## src/rtl/axi_master.sv

```systemverilog
// axi_master: single-outstanding AXI4 initiator.
// Converts a command / write-data / read-data / completion interface into
// AXI4 INCR bursts of full bus width, one completion per command.
// Optional build macro: AXI_MASTER_PERF_EN adds beat and error counters.
module axi_master #(
    parameter int DATA_WIDTH = 32,
    parameter int ADDR_WIDTH = 16,
    parameter int STRB_WIDTH = DATA_WIDTH / 8,
    parameter int ID_WIDTH   = 8
) (
    input  logic                  clk,
    input  logic                  rst,
    input  logic                  cmd_valid,
    output logic                  cmd_ready,
    input  logic                  cmd_write,
    input  logic [ID_WIDTH-1:0]   cmd_id,
    input  logic [ADDR_WIDTH-1:0] cmd_addr,
    input  logic [7:0]            cmd_len,
    input  logic [DATA_WIDTH-1:0] wr_data,
    input  logic [STRB_WIDTH-1:0] wr_strb,
    input  logic                  wr_valid,
    output logic                  wr_ready,
    output logic [DATA_WIDTH-1:0] rd_data,
    output logic                  rd_last,
    output logic                  rd_valid,
    input  logic                  rd_ready,
    output logic                  resp_valid,
    input  logic                  resp_ready,
    output logic                  resp_write,
    output logic [ID_WIDTH-1:0]   resp_id,
    output logic [1:0]            resp_code,
    output logic [ID_WIDTH-1:0]   m_axi_awid,
    output logic [ADDR_WIDTH-1:0] m_axi_awaddr,
    output logic [7:0]            m_axi_awlen,
    output logic [2:0]            m_axi_awsize,
    output logic [1:0]            m_axi_awburst,
    output logic                  m_axi_awlock,
    output logic [3:0]            m_axi_awcache,
    output logic [2:0]            m_axi_awprot,
    output logic                  m_axi_awvalid,
    input  logic                  m_axi_awready,
    output logic [DATA_WIDTH-1:0] m_axi_wdata,
    output logic [STRB_WIDTH-1:0] m_axi_wstrb,
    output logic                  m_axi_wlast,
    output logic                  m_axi_wvalid,
    input  logic                  m_axi_wready,
    input  logic [ID_WIDTH-1:0]   m_axi_bid,
    input  logic [1:0]            m_axi_bresp,
    input  logic                  m_axi_bvalid,
    output logic                  m_axi_bready,
    output logic [ID_WIDTH-1:0]   m_axi_arid,
    output logic [ADDR_WIDTH-1:0] m_axi_araddr,
    output logic [7:0]            m_axi_arlen,
    output logic [2:0]            m_axi_arsize,
    output logic [1:0]            m_axi_arburst,
    output logic                  m_axi_arlock,
    output logic [3:0]            m_axi_arcache,
    output logic [2:0]            m_axi_arprot,
    output logic                  m_axi_arvalid,
    input  logic                  m_axi_arready,
    input  logic [ID_WIDTH-1:0]   m_axi_rid,
    input  logic [DATA_WIDTH-1:0] m_axi_rdata,
    input  logic [1:0]            m_axi_rresp,
    input  logic                  m_axi_rlast,
    input  logic                  m_axi_rvalid,
    output logic                  m_axi_rready
`ifdef AXI_MASTER_PERF_EN
    ,
    output logic [31:0]           perf_wr_beats,
    output logic [31:0]           perf_rd_beats,
    output logic [15:0]           perf_err_cnt
`endif
);

    localparam int                    SIZE      = $clog2(STRB_WIDTH);
    localparam logic [2:0]            AXSIZE    = 3'(SIZE);
    localparam logic [ADDR_WIDTH-1:0] ADDR_MASK = ~(ADDR_WIDTH'((1 << SIZE) - 1));

    localparam logic [2:0] S_IDLE = 3'd0;
    localparam logic [2:0] S_AW   = 3'd1;
    localparam logic [2:0] S_W    = 3'd2;
    localparam logic [2:0] S_B    = 3'd3;
    localparam logic [2:0] S_AR   = 3'd4;
    localparam logic [2:0] S_R    = 3'd5;
    localparam logic [2:0] S_RESP = 3'd6;

    logic [2:0]            state_q, state_d;
    logic [ID_WIDTH-1:0]   id_q, id_d;
    logic [ADDR_WIDTH-1:0] addr_q, addr_d;
    logic [7:0]            len_q, len_d;
    logic                  write_q, write_d;
    logic [7:0]            beat_cnt_q, beat_cnt_d;
    logic [1:0]            resp_code_q, resp_code_d;
    logic                  awvalid_q, awvalid_d;
    logic                  arvalid_q, arvalid_d;
    logic                  live_q;

    logic in_w, in_r, w_hs, r_hs;

    // IDs of returning beats are deliberately ignored (single outstanding).
    logic unused_ids;
    assign unused_ids = &{1'b0, m_axi_bid, m_axi_rid};

    assign in_w = (state_q == S_W);
    assign in_r = (state_q == S_R);
    assign w_hs = in_w && wr_valid && m_axi_wready;
    assign r_hs = in_r && m_axi_rvalid && rd_ready;

    // Next-state and datapath register computation for the burst sequencer.
    always_comb begin
        state_d     = state_q;
        id_d        = id_q;
        addr_d      = addr_q;
        len_d       = len_q;
        write_d     = write_q;
        beat_cnt_d  = beat_cnt_q;
        resp_code_d = resp_code_q;
        case (state_q)
            S_IDLE: begin
                if (cmd_valid && cmd_ready) begin
                    id_d        = cmd_id;
                    addr_d      = cmd_addr & ADDR_MASK;
                    len_d       = cmd_len;
                    write_d     = cmd_write;
                    beat_cnt_d  = cmd_len;
                    resp_code_d = 2'b00;
                    state_d     = cmd_write ? S_AW : S_AR;
                end
            end
            S_AW: if (m_axi_awready) state_d = S_W;
            S_W: begin
                if (w_hs) begin
                    beat_cnt_d = beat_cnt_q - 8'd1;
                    if (beat_cnt_q == 8'd0) state_d = S_B;
                end
            end
            S_B: begin
                if (m_axi_bvalid) begin
                    resp_code_d = m_axi_bresp;
                    state_d     = S_RESP;
                end
            end
            S_AR: if (m_axi_arready) state_d = S_R;
            S_R: begin
                if (r_hs) begin
                    beat_cnt_d = beat_cnt_q - 8'd1;
                    // A last flag that disagrees with the beat count is a
                    // responder protocol error and overrides any rresp.
                    if (m_axi_rlast != (beat_cnt_q == 8'd0)) begin
                        resp_code_d = 2'b10;
                    end else if (resp_code_q == 2'b00 && m_axi_rresp != 2'b00) begin
                        resp_code_d = m_axi_rresp;
                    end
                    if (m_axi_rlast) state_d = S_RESP;
                end
            end
            S_RESP: if (resp_ready) state_d = S_IDLE;
            default: state_d = S_IDLE;
        endcase
    end

    assign awvalid_d = (state_d == S_AW);
    assign arvalid_d = (state_d == S_AR);

    // State and datapath registers; reset abandons any burst in flight.
    always_ff @(posedge clk or posedge rst) begin
        if (rst) begin
            state_q     <= S_IDLE;
            id_q        <= '0;
            addr_q      <= '0;
            len_q       <= '0;
            write_q     <= 1'b0;
            beat_cnt_q  <= '0;
            resp_code_q <= 2'b00;
            awvalid_q   <= 1'b0;
            arvalid_q   <= 1'b0;
            live_q      <= 1'b0;
        end else begin
            state_q     <= state_d;
            id_q        <= id_d;
            addr_q      <= addr_d;
            len_q       <= len_d;
            write_q     <= write_d;
            beat_cnt_q  <= beat_cnt_d;
            resp_code_q <= resp_code_d;
            awvalid_q   <= awvalid_d;
            arvalid_q   <= arvalid_d;
            live_q      <= 1'b1;
        end
    end

    // live_q keeps cmd_ready low while reset is held.
    assign cmd_ready = live_q && (state_q == S_IDLE);

    assign m_axi_awid    = id_q;
    assign m_axi_awaddr  = addr_q;
    assign m_axi_awlen   = len_q;
    assign m_axi_awsize  = awvalid_q ? AXSIZE : 3'd0;
    assign m_axi_awburst = awvalid_q ? 2'b01 : 2'b00;
    assign m_axi_awlock  = 1'b0;
    assign m_axi_awcache = 4'd0;
    assign m_axi_awprot  = 3'd0;
    assign m_axi_awvalid = awvalid_q;

    assign m_axi_arid    = id_q;
    assign m_axi_araddr  = addr_q;
    assign m_axi_arlen   = len_q;
    assign m_axi_arsize  = arvalid_q ? AXSIZE : 3'd0;
    assign m_axi_arburst = arvalid_q ? 2'b01 : 2'b00;
    assign m_axi_arlock  = 1'b0;
    assign m_axi_arcache = 4'd0;
    assign m_axi_arprot  = 3'd0;
    assign m_axi_arvalid = arvalid_q;

    assign m_axi_wvalid = in_w && wr_valid;
    assign wr_ready     = in_w && m_axi_wready;
    assign m_axi_wdata  = in_w ? wr_data : '0;
    assign m_axi_wstrb  = in_w ? wr_strb : '0;
    assign m_axi_wlast  = in_w && (beat_cnt_q == 8'd0);
    assign m_axi_bready = (state_q == S_B);

    assign rd_valid     = in_r && m_axi_rvalid;
    assign m_axi_rready = in_r && rd_ready;
    assign rd_data      = in_r ? m_axi_rdata : '0;
    assign rd_last      = in_r && m_axi_rlast;

    assign resp_valid = (state_q == S_RESP);
    assign resp_write = write_q;
    assign resp_id    = id_q;
    assign resp_code  = resp_code_q;

`ifdef AXI_MASTER_PERF_EN
    logic [31:0] perf_wr_q, perf_wr_d, perf_rd_q, perf_rd_d;
    logic [15:0] perf_err_q, perf_err_d;

    // Free-running wrap-around counters of data beats and failed completions.
    always_comb begin
        perf_wr_d  = perf_wr_q + 32'(w_hs);
        perf_rd_d  = perf_rd_q + 32'(r_hs);
        perf_err_d = perf_err_q + 16'(resp_valid && resp_ready && (resp_code_q != 2'b00));
    end

    // Counter registers.
    always_ff @(posedge clk or posedge rst) begin
        if (rst) begin
            perf_wr_q  <= '0;
            perf_rd_q  <= '0;
            perf_err_q <= '0;
        end else begin
            perf_wr_q  <= perf_wr_d;
            perf_rd_q  <= perf_rd_d;
            perf_err_q <= perf_err_d;
        end
    end

    assign perf_wr_beats = perf_wr_q;
    assign perf_rd_beats = perf_rd_q;
    assign perf_err_cnt  = perf_err_q;
`endif

endmodule

```

## config.mk

```make
export PLATFORM = sky130hd
export DESIGN_NAME = axi_master
export DESIGN_NICKNAME = d
export VERILOG_FILES = /design/src/rtl/axi_master.sv
export SDC_FILE = /design/constraint.sdc
export NUM_CORES = 1
export LEC_CHECK = 0
export CORE_MARGIN = 10
export CORE_UTILIZATION = 33
export DETAILED_ROUTE_END_ITERATION = 10
export PLACE_DENSITY = 0.86
export SYNTH_ARGS = -nofsm -noshare
export SYNTH_HDL_FRONTEND = slang
export SYNTH_SLANG_ARGS = --single-unit
export TNS_END_PERCENT = 50
```

## constraint.sdc

```tcl
create_clock -name clk -period 4.2 [get_ports clk]
set_input_delay 0.84 -clock clk [delete_from_list [all_inputs] [get_ports clk]]
set_output_delay 0.84 -clock clk [all_outputs]
set_load 0.005 [all_outputs]
```

==> flow_summary.ini, run 1 <==
[timing]
setup_viol = 0
clock.fmax_mhz = 283
final_hold_viol_count = 0
whs_ns = 0.490
tns_ns = 0
rsz0062_at_grt = no
worst_slew_pin_slew_ns = 1.03
slew_headroom = 0.309
fin_worst_skew_ns = 0.0159
period_needed_ns = 3.53
post-route-period-util = 0.842
slew_violations = 0

[flow_run]
cap_viol_max_count = 0

[grt]
grt_use_total = 0.177
grt_max_degree = 48
grt_pass1_wl_um = 20200
grt_pass1_vias = 3296
grt_overflow = 0
antenna_found_initial = 0

[worst_hold_path]
hp-class = register to register

[route]
dr_total_vias = 3056
wl_per_cell_um = 20.3
viasPerCell = 4.47
drc = 0
drtIter0Drc = 126
firstDrtPassIters = 4
ant_nets = 0
wl_um = 13900

[logic_synthesis]
syn_avg_cell_area_um2 = 9.88
synthCells = 336
synth_enable_flop_cells = 0
ys_warn_count = 0
ys.flop_type = dfrtp_1
netlist_area_mm2 = 0.00332
yosysTopAreaCell = dfrtp_1
ys_async_sr_fraction = 1.00
synth_area_leaders = dfrtp_1 35%, buf_4 15%, and2_1 14%
synth_top_area_share = 0.354
ys_seq_area_frac = 0.354
ys_seq_elements = 47
yosysUniqueCellTypes = 48

[power_and_ir_drop]
power_density_mw_per_mm2 = 550
p_seq_frac = 0.285
ir_drop_v = 0.000229
p_switching_mw = 1.03
p_leak_nw = 2.43
power_frac_clock = 0.101
switching_share = 0.326
p_int_mw = 2.14
combPwrFrac = 0.615

[floorplanning]
row_count = 36
dieArea_mm2 = 0.0145
start_util = 0.340
die_h_um = 120
io_pins = 313
chipWidth_um = 120
coreArea_mm2 = 0.00977

[clock_tree]
cts_sinks = 47
htreeDepth = 2
post_cts_buffers = 0
cts_hold_buf = 0
cts-buffers-inserted = 5
clk_pin_slew_ns = 0.07
ctsResizeCount = 0
root_buffer = clkbuf_8
clk_latency_ns = 0.30
cts.path.max_buffers = 2
cts_tree = built

[layout]
areaGrowthSynthToFinish_pct = 73.8
fin_area_mm2 = 0.00577
layout_common_cells = 268 x clkdlybuf4s50_1, 73 x and2_1, 47 x dfrtp_1, 27 x mux2_4, 27 x conb_1
fin_nets = 686
layout_commonest_cell = clkdlybuf4s50_1
diodes = 0
drive_gt1_frac = 0.0817

[critical_path]
criticalPathCategory = register to output port
slowest_stage = and3b_1
crit_required_ns = 3.36
worstPathArrival_ns = 2.69
path_max_fanout = 40
cp_slowest_stage_delay_ns = 0.92
critical_path.cell_chain = and3b_1 > and2_1 > clkdlybuf4s50_1
start_kind = register
end_kind = output port

[placed_design]
port_buffers = 268
dpl_cell_area_mm2 = 0.00567
globalplace.congestion = 0.829
hpwl_um = 12000

[status]
status = completed
[logic make-up (layout without fill, tap and decap cells)]
logic type                 count (synthesis)  after routing  share of synthesized area
other                                      2             27                    0.00226
and+or+nand+nor                          120            120                      0.221
adders and majority gates                  2              2                    0.00754
DFF                                       47             47                      0.354
buffers and inverters                     93            283                      0.192
muxes                                     32             32                      0.139
AOI/OAI and AO/OA                         39             39                     0.0818
xor gates and xnor gates                   1              1                    0.00264
[critical path: cells and delay by family, from the launching register on]
family,cells,cell delay (ns)
buf+inv,1,0.59
flops,1,0.65
simple gates,2,1.15
[cell type report]
| type | count | area, µm² |
|---|---|---|
| Clock inverter | 1 | 30.0 |
| Tap cell | 133 | 166 |
| Multi-Input combinational cell | 221 | 1610 |
| Timing Repair Buffer | 269 | 2690 |
| Fill cell | 840 | 4010 |
| Clock buffer | 6 | 72.6 |
| Sequential cell | 47 | 1180 |
| Inverter | 7 | 26.3 |
[per-stage QoR]
stage               power, mW  setup slack, ns  utilization  std cells
global route             3.38            0.434        0.590        684
floorplan                1.89             2.04            -        361
global placement         2.82             1.03        0.580        677
detailed placement       2.89            0.981        0.580        677
finish                   3.17            0.665        0.590        684
CTS                      3.22            0.648        0.590        684
[power by group through the flow]
stage / registers [mW] / clock network (mW) / logic [mW]
3_3_place_gp: 0.886 / 0 / 1.93
5_1_grt: 0.943 / 0.343 / 2.10
2_1_floorplan: 0.854 / 0 / 1.04
6_report: 0.902 / 0.319 / 1.95
4_1_cts: 0.903 / 0.331 / 1.99
3_5_place_dp: 0.912 / 0 / 1.98
[final timing paths]
check | start | end | slack, ns | cells past startpoint
max in group asynchronous | rst | m_axi_arid[4] | 2.48 | 2
setup / recovery | state_q[2] | rd_data[9] | 0.67 | 3
min in group asynchronous | rst | m_axi_araddr[3] | 1.10 | 2
setup reg to reg | state_q[2] | beat_cnt_q[4] | 1.63 | 5
hold reg to reg | resp_write | resp_write | 0.49 | 2
hold / removal | resp_write | resp_write | 0.49 | 2
[registers in the layout (all words and copies together), names as in the netlist, 2 cells and up]
signal        count
m_axi_araddr     14
beat_cnt_q        8
m_axi_arid        8
m_axi_arlen       8
state_q           3
resp_code         2
[routing by layer]
metal	part of all wire	vias up	global-route usage
met4	0.010	0	0.0422
met3	0.12	11	0.0824
met1	0.34	1423	0.164
li1	-	1445	-
met2	0.54	177	0.342
met5	0	-	0
[cells in the mapped netlist, types with 2 or more instances]
master / number
a21oi_1: 8
o21ai_0: 4
o21ai_1: 6
nand3_1: 4
nor3_1: 2
conb_1: 2
a211oi_1: 2
buf_2: 8
a31oi_2: 2
mux2_1: 4
mux2_4: 27
buf_4: 68
a22oi_1: 3
inv_1: 7
o22a_1: 4
buf_6: 3
a31oi_1: 3
nor2_1: 19
and2_1: 73
nand2_1: 5
and3b_1: 2
ha_1: 2
dfrtp_1: 47
clkbuf_1: 7
Note: power is estimated with default switching activity, not from simulation.
==> run 2, diff against run 1 <==
Settings changed: CORE_UTILIZATION 33 to 28, PLACE_DENSITY 0.86 to 0.77.
Clock period 4.2 ns to 3.1 ns, I/O delays scaled along.
==> run 2 against run 1 <==
  * Hold slack got worse by 0.0095 ns
  * Core utilization shrank 8.0 points
  * Worst setup slack got worse by 0.36 ns
  * Flip-flop and latch count unchanged
  * Die area increased by 15%
  * Clock power grew 77%
  * Total power is 40% higher
  * Clock-buffer cell count grew 1
  * Register-to-register slack got worse by 0.75 ns
  * Via count is 1.9% higher
==> flow_summary.ini, run 2 (synthesis results as in run 1) <==
[placed_design]
globalplace.congestion = 0.794
port_buffers = 268
hpwl_um = 11700
dp.cells = 690
dpl_cell_area_mm2 = 0.00571

[route]
firstDrtPassIters = 4
viasPerCell = 4.46
ant_nets = 0
dr_total_vias = 3115
wl_per_cell_um = 19.4
wl_um = 13500
drtIter0Drc = 101
drc = 0

[critical_path]
end_kind = output port
start_kind = register
critPathLaunch = state_q[2]
critical_path.top_delay_family = buffers and inverters
r2r_setup_slack_ns = 0.88
criticalPathCategory = register to output port
path_max_fanout = 40
slowest_stage = dfrtp_1
r2r-start = state_q[2]
worstPathArrival_ns = 2.18
worst_r2r_endpoint = beat_cnt_q[1]
crit_required_ns = 2.48
cp_slowest_stage_delay_ns = 0.65
critical_path.cell_chain = and3b_1 > buf_4 > and2_1 > clkdlybuf4s50_1
r2r_cells = 6
worst-path-buf-inv = 2

[timing]
slew_violations = 0
rsz0062_at_grt = no
final_hold_viol_count = 0
clock.fmax_mhz = 358
period_needed_ns = 2.80
fin_worst_skew_ns = 0.00532
setup_viol = 0
tns_ns = 0
post-route-period-util = 0.902
slew_headroom = 0.336
worst_slew_pin_slew_ns = 0.994

[floorplanning]
start_util = 0.288
chipWidth_um = 129
dieArea_mm2 = 0.0166
die_h_um = 129
coreArea_mm2 = 0.0115
row_count = 39
io_pins = 313

[flow_run]
cap_viol_max_count = 0

[clock_tree]
cts_tree = built
clk_latency_ns = 0.29
clk_pin_slew_ns = 0.06
ctsResizeCount = 0
root_buffer = clkbuf_16
cts-buffers-inserted = 5
htreeDepth = 2
cts_sinks = 47
post_cts_buffers = 0
cts_hold_buf = 0
cts.path.max_buffers = 2

[grt]
grt_pass1_vias = 3338
grt_pass1_wl_um = 19700
grt_max_degree = 48
grt_overflow = 0
grt_use_total = 0.152
antenna_found_initial = 0

[status]
status = completed

[worst_hold_path]
hp-class = register to register
worstHoldStart = resp_write
whs_endpoint = resp_write
min_delay_path_depth = 2

[layout]
largest_reg_flops = 14
fin_nets = 689
diodes = 0
areaGrowthSynthToFinish_pct = 76.9
fin_area_mm2 = 0.00587
drive_gt1_frac = 0.0901
layout_common_cells = 268 x clkdlybuf4s50_1, 73 x and2_1, 47 x dfrtp_1, 27 x mux2_4, 27 x conb_1
fin_cells = 698
layout_commonest_cell = clkdlybuf4s50_1

[power_and_ir_drop]
ir_drop_v = 0.000257
p_leak_nw = 2.48
power_density_mw_per_mm2 = 755
[run 2: routing by layer]
| metal | track usage | share of wire | wire [µm] |
|---|---|---|---|
| met5 | 0 | 0 | 0 |
| met4 | 0.0355 | 0.0084 | 114 |
| met3 | 0.0772 | 0.13 | 1760 |
| met2 | 0.274 | 0.51 | 6870 |
| met1 | 0.152 | 0.35 | 4790 |
[run 2: final cells by class]
type                            instances  area (µm²)
Clock buffer                            7         153
Timing Repair Buffer                  272        2730
Inverter                                7        26.3
Fill cell                            1041        5640
Multi-Input combinational cell        221        1610
Tap cell                              143         179
Sequential cell                        47        1180
Clock inverter                          1        7.51
[run 2: how the worst max path moves through the flow]
stage	slack, ns	endpoint	cells past startpoint
3_3_place_gp	0.59	m_axi_wvalid	3
5_1_grt	0.15	rd_data[29]	4
4_1_cts	0.28	rd_data[29]	4
6_report	0.30	rd_data[29]	4
2_1_floorplan	1.16	m_axi_wdata[24]	4
3_5_place_dp	0.59	m_axi_wvalid	3
[run 2: power by group]
part,internal [mW],switching (mW),total (mW)
clock,0.343,0.223,0.566
combinational,1.76,0.879,2.64
sequential,0.911,0.319,1.23
[run 2: tightest hold or removal path, stage by stage (launching register included)]
cell and delay [ns]:
dfrtp_1 0.35, nand2_1 0.05, nand2_1 0.05
[run 2: stage by stage]
stage	setup slack (ns)	utilization	power [mW]	hold WS, ns
after floorplan	1.16	-	2.57	0.470
after global placement	0.585	0.496	3.84	0.465
after detailed placement	0.593	0.496	3.91	0.475
after CTS	0.278	0.510	4.51	0.488
after global routing	0.154	0.510	4.73	0.526
final	0.305	0.510	4.44	0.481
